--- config.mk ---
export PLATFORM = sky130hd
export DESIGN_NAME = sr_cmd_sequencer_flat
export DESIGN_NICKNAME = d
export VERILOG_FILES = /design/src/rtl/sr_cmd_pkg.sv /design/src/rtl/sr_cmd_sequencer_if.sv /design/src/rtl/sr_debounce.sv /design/src/rtl/sr_cmd_sequencer.sv /design/src/flat_wrapper.sv
export SDC_FILE = /design/constraint.sdc
export NUM_CORES = 1
export LEC_CHECK = 0
export BUFFER_PORTS_ARGS = -buffer_cell sky130_fd_sc_hd__buf_2
export CAP_MARGIN = 40
export CORE_ASPECT_RATIO = 1.5
export CORE_MARGIN = 8
export CORE_UTILIZATION = 40
export DETAILED_ROUTE_END_ITERATION = 8
export SYNTH_ARGS = -nofsm -noshare
export SYNTH_HDL_FRONTEND = slang
export SYNTH_SLANG_ARGS = --single-unit
--- constraint.sdc ---
create_clock -name clk -period 1.64 [get_ports clk]
set_input_delay 0.164 -clock clk [delete_from_list [all_inputs] [get_ports clk]]
set_output_delay 0.164 -clock clk [all_outputs]
set_load 0.005 [all_outputs]
--- src/rtl/sr_cmd_pkg.sv ---
// Shared types and defaults for the SR command sequencer.
// Holds the FSM state encoding and the default timing constants.
package sr_cmd_pkg;

   localparam int DEB_CYCLES_DEF = 4;
   localparam int PULSE_W_DEF    = 2;

   typedef enum logic [1:0] {
      IDLE      = 2'd0,
      SET_PULSE = 2'd1,
      RST_PULSE = 2'd2,
      WAIT_REL  = 2'd3
   } sr_state_e;

endpackage

--- src/rtl/sr_cmd_sequencer_if.sv ---
// Button inputs and SR latch command outputs of the sequencer.
// master drives the buttons, slave is the sequencer itself.
interface sr_cmd_sequencer_if;

   logic btn_set;
   logic btn_rst;
   logic S;
   logic R;
   logic busy;
   logic conflict;

   modport master (
      output btn_set,
      output btn_rst,
      input  S,
      input  R,
      input  busy,
      input  conflict
   );

   modport slave (
      input  btn_set,
      input  btn_rst,
      output S,
      output R,
      output busy,
      output conflict
   );

endinterface

--- src/rtl/sr_debounce.sv ---
// Two-flop synchronizer followed by a stability-count debouncer.
// rise is a one-cycle event registered together with the level flip.
module sr_debounce
   import sr_cmd_pkg::*;
#(
   parameter int DEB_CYCLES = DEB_CYCLES_DEF
) (
   input  logic clk,
   input  logic rst_n,
   input  logic btn,
   output logic level,
   output logic rise
);

   localparam int CW = $clog2(DEB_CYCLES + 1);

   logic [1:0]    sync;
   logic [CW-1:0] cnt;

   always_ff @(posedge clk) begin
      if (!rst_n) begin
         sync  <= '0;
         level <= 1'b0;
         rise  <= 1'b0;
         cnt   <= '0;
      end else begin
         sync <= {sync[0], btn};
         rise <= 1'b0;
         // any sample agreeing with the level restarts the count
         if (sync[1] == level) begin
            cnt <= '0;
         end else if (cnt == CW'(DEB_CYCLES)) begin
            level <= sync[1];
            rise  <= sync[1];
            cnt   <= '0;
         end else begin
            cnt <= cnt + 1'b1;
         end
      end
   end

endmodule

--- src/rtl/sr_cmd_sequencer.sv ---
// Turns two bouncy pushbuttons into clean, mutually exclusive
// S/R command pulses for a downstream SR latch.
module sr_cmd_sequencer
   import sr_cmd_pkg::*;
#(
   parameter int DEB_CYCLES = DEB_CYCLES_DEF,
   parameter int PULSE_W    = PULSE_W_DEF
) (
   input  logic                clk,
   input  logic                rst_n,
   sr_cmd_sequencer_if.slave   bus
);

   localparam int PW = $clog2(PULSE_W + 1);

   logic set_lvl;
   logic set_rise;
   logic rst_lvl;
   logic rst_rise;

   sr_debounce #(
      .DEB_CYCLES (DEB_CYCLES)
   ) u_deb_set (
      .clk   (clk),
      .rst_n (rst_n),
      .btn   (bus.btn_set),
      .level (set_lvl),
      .rise  (set_rise)
   );

   sr_debounce #(
      .DEB_CYCLES (DEB_CYCLES)
   ) u_deb_rst (
      .clk   (clk),
      .rst_n (rst_n),
      .btn   (bus.btn_rst),
      .level (rst_lvl),
      .rise  (rst_rise)
   );

   sr_state_e     state;
   logic [PW-1:0] pcnt;
   logic          s_q;
   logic          r_q;
   logic          busy_q;
   logic          conf_q;

   always_ff @(posedge clk) begin
      if (!rst_n) begin
         state  <= IDLE;
         pcnt   <= '0;
         s_q    <= 1'b0;
         r_q    <= 1'b0;
         busy_q <= 1'b0;
         conf_q <= 1'b0;
      end else begin
         conf_q <= 1'b0;
         unique case (state)
            IDLE: begin
               if (set_lvl && rst_lvl && (set_rise || rst_rise)) begin
                  state  <= WAIT_REL;
                  conf_q <= 1'b1;
                  busy_q <= 1'b1;
               end else if (set_rise && !rst_lvl) begin
                  state  <= SET_PULSE;
                  s_q    <= 1'b1;
                  busy_q <= 1'b1;
                  pcnt   <= PW'(1);
               end else if (rst_rise && !set_lvl) begin
                  state  <= RST_PULSE;
                  r_q    <= 1'b1;
                  busy_q <= 1'b1;
                  pcnt   <= PW'(1);
               end
            end
            // buttons are ignored until the pulse has run its length
            SET_PULSE, RST_PULSE: begin
               if (pcnt == PW'(PULSE_W)) begin
                  s_q   <= 1'b0;
                  r_q   <= 1'b0;
                  state <= WAIT_REL;
               end else begin
                  pcnt <= pcnt + 1'b1;
               end
            end
            WAIT_REL: begin
               if (!set_lvl && !rst_lvl) begin
                  state  <= IDLE;
                  busy_q <= 1'b0;
               end
            end
            default: begin
               state <= IDLE;
            end
         endcase
      end
   end

   assign bus.S        = s_q;
   assign bus.R        = r_q;
   assign bus.busy     = busy_q;
   assign bus.conflict = conf_q;

endmodule

--- src/flat_wrapper.sv ---
// flat-port wrapper written by rule: the top's interface ports become plain ports
module sr_cmd_sequencer_flat import sr_cmd_pkg::*;
#(
   parameter int DEB_CYCLES = DEB_CYCLES_DEF,
   parameter int PULSE_W    = PULSE_W_DEF
)
  (clk, rst_n, bus_btn_set, bus_btn_rst, bus_S, bus_R, bus_busy, bus_conflict);
  sr_cmd_sequencer_if bus_i ();
  input  logic clk;
  input  logic rst_n;
  input wire logic [$bits(bus_i.btn_set)-1:0] bus_btn_set;
  input wire logic [$bits(bus_i.btn_rst)-1:0] bus_btn_rst;
  output wire logic [$bits(bus_i.S)-1:0] bus_S;
  output wire logic [$bits(bus_i.R)-1:0] bus_R;
  output wire logic [$bits(bus_i.busy)-1:0] bus_busy;
  output wire logic [$bits(bus_i.conflict)-1:0] bus_conflict;
  assign bus_i.btn_set = bus_btn_set;
  assign bus_i.btn_rst = bus_btn_rst;
  assign bus_S = bus_i.S;
  assign bus_R = bus_i.R;
  assign bus_busy = bus_i.busy;
  assign bus_conflict = bus_i.conflict;
  sr_cmd_sequencer #(.DEB_CYCLES(DEB_CYCLES), .PULSE_W(PULSE_W)) u_core (.clk(clk), .rst_n(rst_n), .bus(bus_i));
endmodule
==> results of run 1 <==
kinds of logic (layout without fill, tap and decap cells):
kind of cell,count (synthesis),after routing,synth area share
AO/OA/AOI/OAI,16,16,0.127
XOR/XNOR,2,2,0.0170
adder cells (fa/ha/maj),7,7,0.0848
buffers and inverters,15,25,0.0630
flip-flops,22,22,0.427
multiplexers,3,3,0.0291
AND/OR/NAND/NOR,52,52,0.252
layout make-up:
type / count / area [um^2] / share of cell area
Inverter: 12 / 45.0 / 0.0395
Multi-Input combinational cell: 80 / 542 / 0.475
Clock buffer: 3 / 22.5 / 0.0197
Timing Repair Buffer: 10 / 57.6 / 0.0504
Sequential cell: 22 / 444 / 0.389
Tap cell: 24 / 30.0 / 0.0263
layout by cell type (no fill, tap or decap), drive strengths merged, types with 2 or more instances in the layout:
master,n
o21ai,2
dfxtp,22
nor2,11
nand2b,5
xor2,2
clkbuf,3
a21oi,5
nor3,6
and2,5
nor2b,2
ha,7
buf,10
inv,12
mux2i,3
nand3,5
o221a,2
nand2,14
critical path, cell delays in order, from the launching register on:
cell      delay [ns]
dfxtp_2         0.36
inv_1           0.07
ha_4            0.25
and2_1          0.15
a311oi_2        0.34
and3_1          0.21
nor3_1          0.04
power by group through the flow:
| stage | sequential (mW) | clock (mW) | combinational [mW] |
|---|---|---|---|
| finish | 0.636 | 0.239 | 0.540 |
| global route | 0.646 | 0.274 | 0.610 |
| CTS | 0.630 | 0.253 | 0.497 |
| detailed placement | 0.642 | 0 | 0.494 |
| global placement | 0.639 | 0 | 0.486 |
| floorplan | 0.638 | 0 | 0.350 |
path summary, 6_finish.rpt:
check / start / endpoint / slack, ns
hold / removal: bus_btn_rst / u_core.u_deb_rst.sync[0] / 0.06
hold reg to reg: u_core.u_deb_rst.sync[0] / u_core.u_deb_rst.sync[1] / 0.44
setup / recovery: u_core.state[0] / u_core.pcnt[0] / 0.12
setup reg to reg: u_core.state[0] / u_core.pcnt[0] / 0.12
flip-flops by register name, indices dropped and copies added, names as in the netlist:
register                flops
u_core.bus.conflict         1
u_core.u_deb_rst.sync       2
u_core.state                2
u_core.u_deb_set.rise       1
u_core.bus.busy             1
u_core.bus.R                1
u_core.pcnt                 2
u_core.u_deb_set.level      1
u_core.u_deb_rst.cnt        3
u_core.u_deb_set.sync       2
u_core.u_deb_rst.level      1
u_core.u_deb_set.cnt        3
u_core.bus.S                1
u_core.u_deb_rst.rise       1
through the flow:
step                      cell area, um^2  hold WS (ns)
after floorplan                      1030         0.289
after global placement               1100         0.374
after detailed placement             1100         0.375
after CTS                            1120        0.0544
after global routing                 1140        0.0584
final                                1140        0.0631
routing by layer:
metal,vias to the layer above,GRT usage,part of all wire
met5,-,0,0
met4,0,0.0453,0.019
met3,4,0.0196,0.043
met2,13,0.151,0.51
met1,368,0.0949,0.42
li1,413,-,-
repair_timing:
action | CTS | global route
hold buffers | 0 | 0
gates resized for setup | 0 | 5
setup endpoints to repair | 0 | 2
==> results.sh, run 1 <==
export IMPL_p_switching_uw=458
export IMPL_clock_sinks=22
export IMPL_dp_hpwl_mm=1.38
export IMPL_swShare=0.324
export IMPL_fp_row_count=22
export IMPL_setup_worst_path_end_class="register"
export IMPL_track_usage=0.0868
export IMPL_rsz0062_at_grt="false"
export IMPL_htreeDepth=1
export IMPL_coreArea_um2=2450
export IMPL_cts_buffers=3
export IMPL_grt_max_degree=16
export IMPL_vias=798
export IMPL_hold_class="in -> reg"
export IMPL_cts_tree="yes"
export IMPL_synth_main_ff_cell="dfxtp_1"
export IMPL_synth_most_common_cell="dfxtp_1"
export IMPL_area_growth_pct=10.5
export IMPL_dr_pass1_iters=4
export IMPL_ios=8
export IMPL_dr_first_iter_drc_count=10
export IMPL_cp_max_fo=4
export IMPL_ys_top_cells_by_count="dfxtp_1, nand2_1, inv_1"
export IMPL_num_fill_cells=235
export IMPL_die_area_um2=4500
export IMPL_finalNonFillerCells=151
export IMPL_synth_area_leader_cell="dfxtp_1"
export IMPL_finalMaxSlewViolations=0
export IMPL_setup_viol=0
export IMPL_clock_latency_ns=0.31
export IMPL_netlist_area_um2=1030
export IMPL_worst_ep_required_time_ns=1.84
export IMPL_drtAntennaViolNets=0
export IMPL_p_total_mw=1.42
export IMPL_grt_pass1_wl_mm=3.20
export IMPL_drc=0
export IMPL_cts_setup_buffers=0
export IMPL_avgSynthCellArea_um2=8.82
export IMPL_layout_setup_ws_ns=0.123
export IMPL_skew_ns=0.00804
export IMPL_cellPowerDensity_nw_per_um2=1240
export IMPL_worstPathArrival_ns=1.71
export IMPL_synthesis_nets=128
export IMPL_gp_congestion=0.865
export IMPL_fp_dieH_um=78.2
export IMPL_yosysSeqAreaShare=0.427
export IMPL_cts_root_buf="clkbuf_4"
export IMPL_crit_type="reg -> reg"
export IMPL_ys_seq_elements=22
export IMPL_ir_worst_vdd_mv=0.535
export IMPL_grt_pass1_vias=779
export IMPL_viasPerCell=5.28
export IMPL_status="completed"
export IMPL_final_hold_viol_count=0
export IMPL_reg2reg_depth=6
export IMPL_p_leak_nw=0.460
export IMPL_internal_power_uw=957
export IMPL_dp_cells=148
export IMPL_antenna_found_initial=0
export IMPL_clkPwrFrac=0.169
export IMPL_maxCapViolations=0
export IMPL_post_route_period_util=0.925
export IMPL_die_w_um=57.5
export IMPL_ys_warn_count=0
export IMPL_synthArstFlopShare=0
export IMPL_start_kind="register"
export IMPL_antenna_cells=0
export IMPL_final_setup_tns_ns=0
export IMPL_tightest_slew_ns=0.345
export IMPL_synth_area_leaders="dfxtp_1, ha_1, nand2_1"
export IMPL_dp_slack_ns=0.118
export IMPL_synthCells=117
export IMPL_ys_types=31
export IMPL_drt_wl_total_mm=1.81
export IMPL_nNetsFinal=140
export IMPL_overflow=0
export IMPL_routedWlPerCell_um=12.0
export IMPL_combPwrFrac=0.382
export IMPL_max_freq_ghz=0.659
export IMPL_holdPathStages=2
export IMPL_cts_buffer_depth=2
export IMPL_min_period_ns=1.52
export IMPL_yosys_area_top_type_share=0.427
export IMPL_portBuffers=7
export IMPL_synth_edff_count=0
export IMPL_initial_utilization=0.421
export IMPL_final_util=0.466
export IMPL_slew_headroom=0.770
export IMPL_pwr_share_seq=0.449
export IMPL_path_clk_slew_ns=0.12
export IMPL_drive_gt1_frac=0.181
Note: power is estimated with default switching activity, not from simulation.
==> inputs of run 2 (changes only) <==
clock period = 1.4 ns   (was 1.64 ns; I/O delays follow)
==> results.sh, run 2 (same netlist as run 1, synthesis figures left out) <==
export IMPL_initial_utilization=0.421
export IMPL_hold_class="in -> reg"
export IMPL_drt_wl_total_mm=1.84
export IMPL_cts_tree="yes"
export IMPL_pwr_share_seq=0.406
export IMPL_cpPeakStageDelay_ns=0.37
export IMPL_cellPowerDensity_nw_per_um2=1480
export IMPL_vias=809
export IMPL_overflow=0
export IMPL_htreeDepth=1
export IMPL_drive_gt1_frac=0.281
export IMPL_crit_type="reg -> reg"
export IMPL_antenna_found_initial=0
export IMPL_setup_worst_path_end_class="register"
export IMPL_dr_pass1_iters=4
export IMPL_hold_buffers=0
export IMPL_clock_latency_ns=0.31
export IMPL_nNetsFinal=147
export IMPL_clkPwrFrac=0.191
export IMPL_final_cell_mix="dfxtp_1, nand2_1, nor2_1, buf_4, inv_1"
export IMPL_drc=0
export IMPL_internal_power_mw=1.25
export IMPL_r2r_setup_slack_ns=0.004
export IMPL_crit_slowest_cell="dfxtp_2"
export IMPL_die_w_um=57.5
export IMPL_cts_buffer_depth=2
export IMPL_worstPathArrival_ns=1.60
export IMPL_status="completed"
export IMPL_drtAntennaViolNets=0
export IMPL_slew_headroom=0.817
export IMPL_start_kind="register"
export IMPL_swShare=0.314
export IMPL_worst_ep_required_time_ns=1.61
export IMPL_viasPerCell=5.09
export IMPL_area_growth_pct=19.9
export IMPL_cp_max_fo=4
export IMPL_path_cells="inv_2 > ha_4 > and2_4 > a311oi_4 > and3_1 > nor3_1"
export IMPL_num_fill_cells=249
export IMPL_path_clk_slew_ns=0.12
export IMPL_dp_hpwl_mm=1.44
export IMPL_dr_first_iter_drc_count=11
export IMPL_maxCapViolations=0
export IMPL_portBuffers=7
export IMPL_post_route_period_util=0.997
export IMPL_die_area_um2=4500
export IMPL_setup_viol=0
export IMPL_cts_root_buf="clkbuf_4"
export IMPL_ir_worst_vdd_mv=0.802
export IMPL_final_util=0.505
export IMPL_grt_pass1_vias=807
export IMPL_top_regs="u_core.u_deb_rst.cnt: 3 flops, u_core.u_deb_set.cnt: 3 flops"
export IMPL_clock_sinks=22
export IMPL_fp_row_count=22
export IMPL_max_freq_ghz=0.717
export IMPL_antenna_cells=0
export IMPL_grt_pass1_wl_mm=3.25
export IMPL_gp_congestion=0.731
export IMPL_hold_ws_ns=0.0254
export IMPL_routedWlPerCell_um=11.6
export IMPL_fp_dieH_um=78.2
export IMPL_finalMaxSlewViolations=0
export IMPL_track_usage=0.0894
export IMPL_cts_buffers=3
export IMPL_ios=8
export IMPL_p_leak_nw=0.507
export IMPL_final_hold_viol_count=0
export IMPL_skew_ns=0.00338
export IMPL_combPwrFrac=0.403
export IMPL_min_period_ns=1.40
export IMPL_coreArea_um2=2450
export IMPL_rsz0062_at_grt="true"
export IMPL_p_switching_uw=576
export IMPL_grt_max_degree=16
export IMPL_tightest_slew_ns=0.274
export IMPL_mostFrequentLayoutCell="dfxtp_1"
## run 2: cell count changes in the layout (fill, tap and decap cells not counted), sizes merged
cell    previous run  this run
buf               10        17
clkbuf             3         4
## run 2: stage by stage
stage	instance area, um^2	std cells	power (mW)	TNS [ns]	worst slack (ns)
after floorplan	1050	117	1.22	0	0.00512
after global placement	1170	155	1.44	-0.0291	-0.0291
after detailed placement	1170	155	1.45	-0.152	-0.0869
after CTS	1240	159	1.85	-0.0143	-0.0143
after global routing	1240	159	1.96	-0.220	-0.0776
final	1240	159	1.83	0	0.00450
## run 2: per-layer routing
metal  vias up  track usage  part of all wire
li1        427            -                 -
met1       369       0.0928              0.43
met2         8        0.156              0.52
met3         5       0.0163             0.025
met4         0       0.0630             0.030
met5         -            0                 0
## run 2: final timing paths
path | from | to | cells after the start
worst min-delay path | bus_btn_rst | u_core.u_deb_rst.sync[0] | 2
worst max register to register | u_core.state[1] | u_core.pcnt[0] | 6
worst max-delay path | u_core.state[1] | u_core.pcnt[0] | 6
worst min register to register | u_core.u_deb_set.sync[0] | u_core.u_deb_set.sync[1] | 1
## run 2: area by class of cell
type	instances	area (um^2)	share of cell area
Inverter	12	45.0	0.0364
Sequential cell	22	445	0.360
Tap cell	24	30.0	0.0243
Multi-Input combinational cell	80	571	0.461
Clock buffer	4	36.3	0.0293
Timing Repair Buffer	17	110	0.0890
## run 2: power by group through the flow
stage | clock [mW] | combinational [mW] | sequential, mW
floorplan | 0 | 0.469 | 0.756
global placement | 0 | 0.682 | 0.754
detailed placement | 0 | 0.686 | 0.760
CTS | 0.363 | 0.740 | 0.745
global route | 0.385 | 0.818 | 0.754
finish | 0.350 | 0.737 | 0.743
## run 2: worst max-delay path: cells and delay by family, from the launching register on
family / cells / cell delay, ns
AND/OR/NAND/NOR: 3 / 0.38
flip-flops: 1 / 0.37
AO/OA/AOI/OAI: 1 / 0.25
adder cells (fa/ha/maj): 1 / 0.24
buffers and inverters: 1 / 0.05
## run 2: timing repair
item,CTS,global route
gates resized for setup,6,1
pin swaps,4,1
setup buffers,0,0
hold endpoints to repair,0,0
setup endpoints to repair,3,5
